--- src/rtl/uart_tx_arbiter.sv ---
// uart_tx_arbiter
//   Two-requester packet arbiter in front of a shared DMA send channel.
//   Requester 0 (adc) and requester 1 (ctrl) present byte packets with a
//   length hint and a last flag. A round-robin pick happens in IDLE, one
//   packet at a time. Packets that stall mid-stream are closed with a pad beat.
// Ports
//   i_clk, i_rst                 : clock, synchronous active-high reset
//   i_adc_* / o_adc_ready        : requester 0 packet stream
//   i_ctrl_* / o_ctrl_ready      : requester 1 packet stream
//   o_dma_t* / i_dma_tready      : shared DMA send channel
//   o_grant                      : one-hot owner (01 adc, 10 ctrl, 00 none)
//   o_timeout_pulse              : one cycle, first cycle of the pad beat
//   o_len_err_pulse              : one cycle, the cycle after a last beat whose
//                                  beat count disagreed with the latched length
module uart_tx_arbiter #(
    parameter int         P_TIMEOUT  = 5000,
    parameter logic [7:0] P_PAD_BYTE = 8'h00
) (
    input  logic       i_clk,
    input  logic       i_rst,
    input  logic [7:0] i_adc_data,
    input  logic [7:0] i_adc_len,
    input  logic       i_adc_last,
    input  logic       i_adc_valid,
    output logic       o_adc_ready,
    input  logic [7:0] i_ctrl_data,
    input  logic [7:0] i_ctrl_len,
    input  logic       i_ctrl_last,
    input  logic       i_ctrl_valid,
    output logic       o_ctrl_ready,
    output logic [7:0] o_dma_tdata,
    output logic       o_dma_tlast,
    output logic       o_dma_tvalid,
    input  logic       i_dma_tready,
    output logic [1:0] o_grant,
    output logic       o_timeout_pulse,
    output logic       o_len_err_pulse
);
    localparam int            TW      = $clog2(P_TIMEOUT + 1);
    localparam logic [TW-1:0] TO_LAST = TW'(P_TIMEOUT - 1);

    typedef enum logic [1:0] {IDLE, XFER_ADC, XFER_CTRL, PAD} state_t;

    state_t        state_q, state_d;
    logic          last_ctrl_q, last_ctrl_d;    // 1: ctrl was granted last
    logic          owner_ctrl_q, owner_ctrl_d;  // owner of the current packet
    logic [8:0]    beat_q, beat_d;
    logic [8:0]    len_q, len_d;
    logic [TW-1:0] idle_q, idle_d;
    logic          to_pulse_q, to_pulse_d;
    logic          len_err_q, len_err_d;

    logic          in_xfer, sel_ctrl, req_valid, req_last, beat;
    logic [7:0]    req_data, req_len;
    logic [8:0]    beat_inc, len_in, len_ref;

    assign o_timeout_pulse = to_pulse_q;
    assign o_len_err_pulse = len_err_q;

    always_comb begin
        in_xfer   = (state_q == XFER_ADC) || (state_q == XFER_CTRL);
        sel_ctrl  = (state_q == XFER_CTRL);
        req_valid = sel_ctrl ? i_ctrl_valid : i_adc_valid;
        req_last  = sel_ctrl ? i_ctrl_last  : i_adc_last;
        req_data  = sel_ctrl ? i_ctrl_data  : i_adc_data;
        req_len   = sel_ctrl ? i_ctrl_len   : i_adc_len;
        beat      = in_xfer && req_valid && i_dma_tready;
        // Saturating count: a runaway packet can never alias to a legal length.
        beat_inc  = (beat_q == 9'd511) ? beat_q : beat_q + 9'd1;
        len_in    = (req_len == 8'd0) ? 9'd256 : {1'b0, req_len};
        // On the first beat the length has not been latched yet; compare
        // against the live input so one-beat packets are checked too.
        len_ref   = (beat_q == 9'd0) ? len_in : len_q;

        state_d      = state_q;
        last_ctrl_d  = last_ctrl_q;
        owner_ctrl_d = owner_ctrl_q;
        beat_d       = beat_q;
        len_d        = len_q;
        idle_d       = idle_q;
        to_pulse_d   = 1'b0;
        len_err_d    = 1'b0;

        o_dma_tdata  = 8'h00;
        o_dma_tlast  = 1'b0;
        o_dma_tvalid = 1'b0;
        o_adc_ready  = 1'b0;
        o_ctrl_ready = 1'b0;
        o_grant      = 2'b00;

        case (state_q)
            IDLE: begin
                // Counters are cleared every idle cycle, so any XFER starts clean.
                beat_d = '0;
                idle_d = '0;
                if (i_ctrl_valid && (!i_adc_valid || !last_ctrl_q)) begin
                    state_d      = XFER_CTRL;
                    owner_ctrl_d = 1'b1;
                end else if (i_adc_valid) begin
                    state_d      = XFER_ADC;
                    owner_ctrl_d = 1'b0;
                end
            end
            XFER_ADC, XFER_CTRL: begin
                o_dma_tdata  = req_data;
                o_dma_tlast  = req_last;
                o_dma_tvalid = req_valid;
                o_adc_ready  = !sel_ctrl && i_dma_tready;
                o_ctrl_ready = sel_ctrl && i_dma_tready;
                o_grant      = sel_ctrl ? 2'b10 : 2'b01;
                if (beat) begin
                    idle_d = '0;
                    beat_d = beat_inc;
                    if (beat_q == 9'd0) len_d = len_in;
                    if (req_last) begin
                        state_d     = IDLE;
                        last_ctrl_d = sel_ctrl;
                        len_err_d   = (beat_inc != len_ref);
                    end
                end else if (!req_valid) begin
                    // Only requester silence counts; DMA backpressure does not.
                    if (idle_q >= TO_LAST) begin
                        state_d    = PAD;
                        to_pulse_d = 1'b1;
                    end else begin
                        idle_d = idle_q + TW'(1);
                    end
                end
            end
            PAD: begin
                o_dma_tdata  = P_PAD_BYTE;
                o_dma_tlast  = 1'b1;
                o_dma_tvalid = 1'b1;
                o_grant      = owner_ctrl_q ? 2'b10 : 2'b01;
                if (i_dma_tready) begin
                    state_d     = IDLE;
                    last_ctrl_d = owner_ctrl_q;
                end
            end
            default: state_d = IDLE;
        endcase
    end

    always_ff @(posedge i_clk) begin
        if (i_rst) begin
            state_q      <= IDLE;
            last_ctrl_q  <= 1'b0;
            owner_ctrl_q <= 1'b0;
            beat_q       <= '0;
            len_q        <= '0;
            idle_q       <= '0;
            to_pulse_q   <= 1'b0;
            len_err_q    <= 1'b0;
        end else begin
            state_q      <= state_d;
            last_ctrl_q  <= last_ctrl_d;
            owner_ctrl_q <= owner_ctrl_d;
            beat_q       <= beat_d;
            len_q        <= len_d;
            idle_q       <= idle_d;
            to_pulse_q   <= to_pulse_d;
            len_err_q    <= len_err_d;
        end
    end
endmodule
--- config.mk ---
export PLATFORM = sky130hd
export DESIGN_NAME = uart_tx_arbiter
export DESIGN_NICKNAME = d
export VERILOG_FILES = /design/src/rtl/uart_tx_arbiter.sv
export SDC_FILE = /design/constraint.sdc
export NUM_CORES = 1
export LEC_CHECK = 0
export BUFFER_PORTS_ARGS = -buffer_cell sky130_fd_sc_hd__buf_2
export CAP_MARGIN = 20
export CORE_MARGIN = 1
export CORE_UTILIZATION = 30
export CTS_CLUSTER_DIAMETER = 50
export DETAILED_ROUTE_END_ITERATION = 8
export SYNTH_ARGS = -nofsm -noshare
export SYNTH_HDL_FRONTEND = slang
export SYNTH_SLANG_ARGS = --single-unit
--- constraint.sdc ---
create_clock -name i_clk -period 2.4 [get_ports i_clk]
set_input_delay 0.6 -clock i_clk [delete_from_list [all_inputs] [get_ports i_clk]]
set_output_delay 0.6 -clock i_clk [all_outputs]
set_load 0.005 [all_outputs]
==> results_dict.tcl, run 1 <==
set metrics [dict create \
    fin_nets 467 \
    rrSetupSlack_ns 0.1 \
    synth-seq-cells 37 \
    maxCapViolCount 0 \
    run_status "finished, final reports clean" \
    grtUsageTotal_pct 16.62 \
    synthCells 356 \
    drv_slew 0 \
    grt_pass1_vias 2745 \
    final_util_pct 38.01 \
    cts_setup_buffers 0 \
    cellPowerDensity_nw_per_um2 961.2 \
    finalHoldViolations 0 \
    yosysMostFrequentCell "nor2_1" \
    cp-start-kind "flip-flop" \
    via_per_inst 5.272 \
    syn2layout_area_growth_pct 22.75 \
    synth_top_area_share_pct 27.43 \
    rr_worst_depth 8 \
    postSynthAreaPerCell_um2 7.585 \
    first_iter_violations 86 \
    hpwl_um 5867 \
    die_height_um 96.87 \
    register_area_um2 742.0 \
    cts_made_buffers 5 \
    syn_area_um2 2700 \
    io_pins 55 \
    synth-edff-count 0 \
    ys_seq_area_share_pct 27.43 \
    required_ns 1.80 \
    min_from "len_q[6]" \
    io_buffers 54 \
    crit_start "state_q[0]" \
    grt_pass1_wl_um 12940 \
    gr-total-overflow 0 \
    fillers 898 \
    synth_nets 401 \
    tns_ns 0 \
    wl_per_cell_um 14.22 \
    hp-class "flip-flop to flip-flop" \
    endpoint_kind "output pin" \
    vias 2794 \
    cts-root-buf "clkbuf_8" \
    cts_sinks 37 \
    min_period_ns 2.300 \
    antenna_found_initial 0 \
    clk_pin_slew_ns 0.08 \
    ir_drop_v 0.0003780 \
    clkLatencyLatePin_ns 0.29 \
    cp_max_fo 6 \
    htreeDepth 2 \
    die-area_um2 9384 \
    ys_types 57 \
    rows 34 \
    drive_gt1_share_pct 23.93 \
    tightest_slew_ns 0.5490 \
    cts_buffer_depth 2 \
    dp.cells 524 \
    r2r-start "beat_q[1]" \
    drc 0 \
    multi_input_area_um2 1844 \
    dieWidth_um 96.87 \
    finalClockSkew_ns 0.008403 \
    post-route-period-util_pct 95.85 \
    wl_um 7535 \
    ant_nets 0 \
    start_util_pct 30.96 \
    timing.hold.ws_ns 0.4873 \
    synthTopCellsByArea "dfxtp_1 (27%), mux2i_1 (9.3%), a21oi_1 (5.6%), nor2_1 (5.3%), o21ai_0 (3.9%)" \
    fp.coreArea_um2 8721 \
    synth_common_cells "nor2_1 (38), dfxtp_1 (37), a21oi_1 (30), mux2i_1 (25), nand2_1 (24)" \
    cp.arrival_ns 1.70 \
    reg2reg_to "o_len_err_pulse" \
    slew_headroom_pct 63.01 \
    synth_warnings 0 \
    critPathKind "flip-flop to output pin" \
    yosys.area.top_type "dfxtp_1" \
    synth-main-ff-cell "dfxtp_1" \
    final-instance-count-excl-fill 530 \
    whs_endpoint "len_q[6]" \
    diodes 0 \
    setup_viol 0 \
    p_leak_nw 1.360 \
    cts_tree "done" \
    grt_max_degree 20 \
    fmax_mhz 434.7 \
    async_reset_ff_share_pct 0 \
    gp_congestion 0.8508 \
    min_path_cells 2 \
    firstDrtPassIters 4 \
    grt_setup_unrepaired "true" \
]
[critical path: stages (launching register included)]
cell,delay [ns]
dfxtp_1,0.31
inv_1,0.13
ha_4,0.20
mux2_2,0.39
a21oi_2,0.21
nor2_1,0.06
buf_2,0.12
[logic make-up after synthesis]
kind of cell    count (synthesis)  share of synthesized area (%)
xor+xnor                        6                          1.946
mux                            29                          10.94
fa+ha+maj                       6                          2.780
flops                          37                          27.43
buf+inv                        32                          5.236
compound gates                 95                          22.24
simple gates                  151                          29.43
[area by class of cell]
class                      count  share of cell area, %
multi-input combinational    287                  55.64
sequential                    37                  22.39
clock buffer                   7                  2.605
tap                          108                  4.077
inverter                      11                  1.246
timing repair buffer          80                  14.04
[metal layers]
metal | track usage [%] | up-vias | wire, µm
met5 | 0 | - | 0
met4 | 4.018 | 0 | 57
met3 | 3.540 | 4 | 321
met2 | 28.06 | 54 | 3659
met1 | 21.52 | 1296 | 3496
li1 | - | 1440 | -
[placed cells by master (no fill, tap or decap), drive strengths merged, types with 3 or more instances in the layout]
cell type	instances
a21o	8
o211ai	5
o21ai	22
dfxtp	37
inv	11
ha	6
buf	80
nor2	38
o21a	3
mux2i	25
nand2	24
a31oi	3
nor4	7
and2	3
and3	4
nand3	18
xnor2	4
nor2b	15
nand4	10
and4	3
a211oi	6
a21oi	30
or4	4
nor3	11
nand2b	5
clkbuf	7
mux2	4
[state kept, by name, summed over array words and instances, names as in the netlist]
register,cells
beat_q,9
idle_q,13
last_ctrl_q,1
len_q,9
o_len_err_pulse,1
o_timeout_pulse,1
owner_ctrl_q,1
state_q,2
[metrics by stage]
step | area [µm²] | total power, W | setup WS, ns
6_report | 3314 | 0.003186 | 0.09960
5_1_grt | 3314 | 0.003468 | -0.01588
4_1_cts | 3314 | 0.003205 | 0.005654
3_5_place_dp | 3208 | 0.002708 | 0.1143
3_3_place_gp | 3208 | 0.002686 | 0.1815
2_1_floorplan | 2701 | 0.002043 | 0.04164
[how the worst max path moves through the flow]
stage | end | slack, ns | cells past startpoint
2_1_floorplan | o_dma_tdata[0] | 0.04 | 7
3_3_place_gp | o_len_err_pulse | 0.18 | 8
3_5_place_dp | state_q[1] | 0.11 | 7
4_1_cts | o_dma_tdata[0] | 0.006 | 7
5_1_grt | o_dma_tdata[0] | -0.02 | 6
6_report | o_dma_tvalid | 0.1 | 6
[repair_timing]
action	CTS	global route
endpoints found under the setup margin	9	10
hold buffers	0	0
gates resized for setup	5	2
[report_power, final]
group | internal, W | total (W) | switching, W
logic | 0.000852 | 0.00198 | 0.00113
registers | 0.000690 | 0.000751 | 0.0000614
clock network | 0.000228 | 0.000453 | 0.000225
total | 0.00177 | 0.00319 | 0.00142
(Power assumes the default switching activity.)
==> run 2, diff against run 1 <==
--- a/config.mk
+++ b/config.mk
@@ -9,6 +9,7 @@
 export CAP_MARGIN = 20
 export CORE_MARGIN = 1
 export CORE_UTILIZATION = 30
+export CTS_BUF_LIST = sky130_fd_sc_hd__clkbuf_8
 export CTS_CLUSTER_DIAMETER = 50
 export DETAILED_ROUTE_END_ITERATION = 8
 export SYNTH_ARGS = -nofsm -noshare
==> run 2 against run 1 <==
Clock power about the same. Sequential share of layout area unchanged. Utilization unchanged. Clock-buffer cell count down 1. Via count up 0.43%. Global-route usage unchanged. Critical path type unchanged. Critical path depth unchanged.
==> results_dict.tcl, run 2 (same netlist as run 1, synthesis figures left out) <==
set metrics [dict create \
    p_sw_w 0.001418 \
    firstDrtPassIters 4 \
    tns_ns 0 \
    slew_headroom_pct 63.05 \
    run_status "finished, final reports clean" \
    postCtsHoldBufs 0 \
    cts_sinks 37 \
    p_int_w 0.001766 \
    required_ns 1.80 \
    grt_setup_unrepaired "true" \
    critPathKind "flip-flop to output pin" \
    drive_gt1_share_pct 23.93 \
    gp_congestion 0.8508 \
    grt_pass1_vias 2745 \
    min_period_ns 2.305 \
    vias 2806 \
    cp-start-kind "flip-flop" \
    pre_cts_ws_ns 0.1143 \
    clk_pin_slew_ns 0.08 \
    syn2layout_area_growth_pct 22.75 \
    fin_ws_ns 0.09548 \
    hp-class "flip-flop to flip-flop" \
    first_iter_violations 85 \
    cts_setup_buffers 0 \
    tightest_slew_ns 0.5485 \
    grtUsageTotal_pct 16.62 \
    rows 34 \
    final-instance-count-excl-fill 530 \
    cts_buffer_depth 2 \
    cts_tree "done" \
    post-route-period-util_pct 96.02 \
    cellPowerDensity_nw_per_um2 960.8 \
    wl_um 7544 \
    maxCapViolCount 0 \
    finalHoldViolations 0 \
    via_per_inst 5.294 \
    cts_made_buffers 5 \
    dieWidth_um 96.87 \
    cts-resized-gates 5 \
    register_area_um2 742.0 \
    start_util_pct 30.96 \
    grt_max_degree 20 \
    swShare_pct 44.54 \
    grt_pass1_wl_um 12940 \
    antenna_found_initial 0 \
    combPwrFrac_pct 62.2 \
    multi_input_area_um2 1844 \
    cp.arrival_ns 1.70 \
    io_buffers 54 \
    die_height_um 96.87 \
    mostFrequentLayoutCells "buf_2 (54), nor2_1 (37), dfxtp_1 (36)" \
    wl_per_cell_um 14.23 \
    ant_nets 0 \
    p_leak_nw 1.364 \
    drv_slew 0 \
    clkLatencyLatePin_ns 0.29 \
    dp.cells 524 \
    ir_drop_v 0.0003772 \
    final_area_um2 3314 \
    layout_commonest_cell "buf_2" \
    finalClockSkew_ns 0.008011 \
    cts-root-buf "clkbuf_8" \
    p_seq_share_pct 23.6 \
    io_pins 55 \
    cp_max_fo 6 \
    clkPwrFrac_pct 14.2 \
    fin_nets 467 \
    drc 0 \
    fillers 898 \
    hpwl_um 5867 \
    largest_register_ff_count 13 \
    fmax_mhz 433.9 \
    top_register "idle_q" \
    endpoint_kind "output pin" \
    fp.coreArea_um2 8721 \
    setup_viol 0 \
    gr-total-overflow 0 \
    die-area_um2 9384 \
    dpl_cell_area_um2 3208 \
    diodes 0 \
    htreeDepth 2 \
    reg_top3 "idle_q (13), beat_q (9), len_q (9)" \
]
==> run 2: power groups by stage <==
stage / clock network (W) / registers, W / logic [W]
global route: 0.000492 / 0.000763 / 0.00221
global placement: 0 / 0.000757 / 0.00193
CTS: 0.000461 / 0.000751 / 0.00199
floorplan: 0 / 0.000748 / 0.00130
finish: 0.000452 / 0.000751 / 0.00198
detailed placement: 0 / 0.000759 / 0.00195
==> run 2: worst max-delay path, stage by stage, from the launching register on <==
cell     delay, ns
dfxtp_1       0.31
inv_1         0.13
ha_4          0.20
mux2_2        0.39
a21oi_2       0.21
nor2_1        0.06
buf_2         0.12
==> run 2: cell type report <==
| cell class | count | share of cell area (%) |
|---|---|---|
| clock buffer | 6 | 2.492 |
| clock inverter | 1 | 0.1133 |
| inverter | 11 | 1.246 |
| multi-input combinational | 287 | 55.64 |
| sequential | 37 | 22.39 |
| tap | 108 | 4.077 |
| timing repair buffer | 80 | 14.04 |
==> run 2: final timing paths <==
kind | from | end | slack [ns] | cells after the start
worst max-delay path | state_q[0] | o_dma_tvalid | 0.1 | 6
worst min-delay path | len_q[6] | len_q[6] | 0.49 | 2
worst max register to register | beat_q[1] | o_len_err_pulse | 0.1 | 8
worst min register to register | len_q[6] | len_q[6] | 0.49 | 2
==> run 2: layer usage <==
layer	track usage [%]	vias to the layer above	part of all wire (%)
li1	-	1439	-
met1	21.52	1304	46
met2	28.06	59	49
met3	3.540	4	4.4
met4	4.018	0	0.76
met5	0	-	0
==> run 2: metrics by stage <==
step                      hold WS (ns)  util [%]  total power (W)
after CTS                       0.4902     38.01         0.003201
after floorplan                 0.4531         -         0.002043
final                           0.4873     38.01         0.003185
after detailed placement        0.4756     36.79         0.002708
after global routing            0.5045     38.01         0.003464
after global placement          0.4754     36.79         0.002686
==> run 3, diff against run 2 <==
--- a/config.mk
+++ b/config.mk
@@ -7,6 +7,7 @@
 export LEC_CHECK = 0
 export BUFFER_PORTS_ARGS = -buffer_cell sky130_fd_sc_hd__buf_2
 export CAP_MARGIN = 20
+export CORE_ASPECT_RATIO = 0.8
 export CORE_MARGIN = 1
 export CORE_UTILIZATION = 30
 export CTS_BUF_LIST = sky130_fd_sc_hd__clkbuf_8
==> run 3 against run 2 <==
Flip-flop and latch count is the same. First-iteration DRC count grew to 2.6 times the previous value. Cell count rose by 1.5%. Sequential share of layout area is 0.45 points lower. Register-to-register slack better by 0.08 ns.
==> results_dict.tcl, run 3 (same netlist as run 1, synthesis figures left out) <==
set metrics [dict create \
    run_status "finished, final reports clean" \
    min_period_ns 2.298 \
    mostFrequentLayoutCells "buf_2 (54), nor2_1 (37), dfxtp_1 (35)" \
    cts_sinks 37 \
    drc 0 \
    via_per_inst 5.478 \
    io_pins 55 \
    grtUsageTotal_pct 17.42 \
    cts_buffer_depth 2 \
    gp_congestion 0.8857 \
    hpwl_um 5722 \
    htreeDepth 2 \
    drv_slew 0 \
    rows 30 \
    postCtsHoldBufs 0 \
    use_met3_pct 3.815 \
    timing.hold.ws_ns 0.4899 \
    cp.arrival_ns 1.70 \
    drive_gt1_share_pct 25.35 \
    grt_pass1_vias 2666 \
    hp-class "flip-flop to flip-flop" \
    die-area_um2 9386 \
    grt_pass1_wl_um 12860 \
    use_met2_pct 27.04 \
    largest_register_ff_count 13 \
    cellPowerDensity_nw_per_um2 992.8 \
    die_height_um 86.86 \
    pre_cts_ws_ns 0.1290 \
    required_ns 1.80 \
    ir_drop_v 0.0005295 \
    slew_headroom_pct 55.61 \
    finalClockSkew_ns 0.006361 \
    slowest_delay_ns 0.42 \
    endpoint_kind "output pin" \
    setup_viol 0 \
    vias 2947 \
    tns_ns 0 \
    maxCapViolCount 0 \
    finalHoldViolations 0 \
    final_area_um2 3388 \
    cp_num_buf_inv 3 \
    first_iter_violations 225 \
    start_util_pct 31.41 \
    ant_nets 0 \
    p_leak_nw 1.394 \
    cp_max_fo 11 \
    critPathKind "flip-flop to output pin" \
    crit_chain "inv_1 -> ha_2 -> buf_4 -> a21oi_1 -> nor2_1 -> buf_2" \
    wl_per_cell_um 14.44 \
    wl_um 7767 \
    cpLargestDelayFamily "adder cells" \
    fin_nets 470 \
    gr-total-overflow 0 \
    fin_ws_ns 0.1020 \
    clkLatencyLatePin_ns 0.30 \
    grt_setup_unrepaired "false" \
    use_met1_pct 23.77 \
    dpl_cell_area_um2 3196 \
    layout_commonest_cell "buf_2" \
    top_register "idle_q" \
    antenna_found_initial 0 \
    tightest_slew_ns 0.6607 \
    dieWidth_um 108.1 \
    post-route-period-util_pct 95.75 \
    fmax_mhz 435.2 \
    clk_pin_slew_ns 0.08 \
    grt_most_used_layer "met2" \
    cts_made_buffers 5 \
    io_buffers 54 \
    firstDrtPassIters 5 \
    cts_tree "done" \
    cp-start-kind "flip-flop" \
    fp.coreArea_um2 8596 \
    grt_max_degree 28 \
    syn2layout_area_growth_pct 25.49 \
    crit_slowest_cell "ha_2" \
    cts-root-buf "clkbuf_8" \
    diodes 0 \
    reg_top3 "idle_q (13), beat_q (9), len_q (9)" \
]
-- run 3: changes by cell type in the layout (fill, tap and decap cells not counted), sizes merged --
cell / change
clkinv: +2
clkbuf: -1
bufbuf: +1
buf: +2
-- run 3: report_power, final --
| part | total [W] | switching, W | internal [W] |
|---|---|---|---|
| clock | 0.000447 | 0.000249 | 0.000198 |
| sequential | 0.000762 | 0.0000701 | 0.000692 |
| combinational | 0.00216 | 0.00117 | 0.000980 |
| total | 0.00336 | 0.00149 | 0.00187 |
-- run 3: area by class of cell --
cell class | count | area, µm²
clock buffer | 5 | 68.82
sequential | 37 | 743.2
clock inverter | 3 | 13.76
multi-input combinational | 287 | 1856
fill | 840 | 5207
inverter | 11 | 41.29
tap | 112 | 140.1
timing repair buffer | 83 | 525.5
-- run 3: per-layer routing --
layer / vias up / part of all wire (%)
li1: 1451 / -
met1: 1352 / 48
met2: 129 / 43
met3: 15 / 7.1
met4: 0 / 2.1
met5: - / 0
-- run 3: path summary, 6_finish.rpt --
| path | from | end | slack [ns] | depth (start not counted) |
|---|---|---|---|---|
| setup / recovery | state_q[1] | o_dma_tlast | 0.10 | 6 |
| hold reg to reg | len_q[6] | len_q[6] | 0.49 | 2 |
| setup reg to reg | beat_q[3] | o_len_err_pulse | 0.18 | 6 |
| hold / removal | len_q[6] | len_q[6] | 0.49 | 2 |
-- run 3: worst min-delay path, cell delays in order (launching register included) --
cell and delay [ns]:
dfxtp_1 0.32, o21ai_0 0.07, a21oi_1 0.06
-- run 3: repair_timing --
item / 4_1_cts / 5_1_grt
buffers inserted: 0 / 5
gates resized for setup: 6 / 5
setup endpoints to repair: 2 / 3
gates cloned: 1 / 0
pin swaps: 0 / 0
endpoints found under the hold margin: 0 / 0
-- run 3: metrics by stage --
stage	util [%]	total power, W	cells
after global placement	37.18	0.002669	524
after floorplan	-	0.002043	356
after CTS	38.75	0.003267	533
after detailed placement	37.18	0.002702	524
final	39.42	0.003364	538
after global routing	39.42	0.003625	538
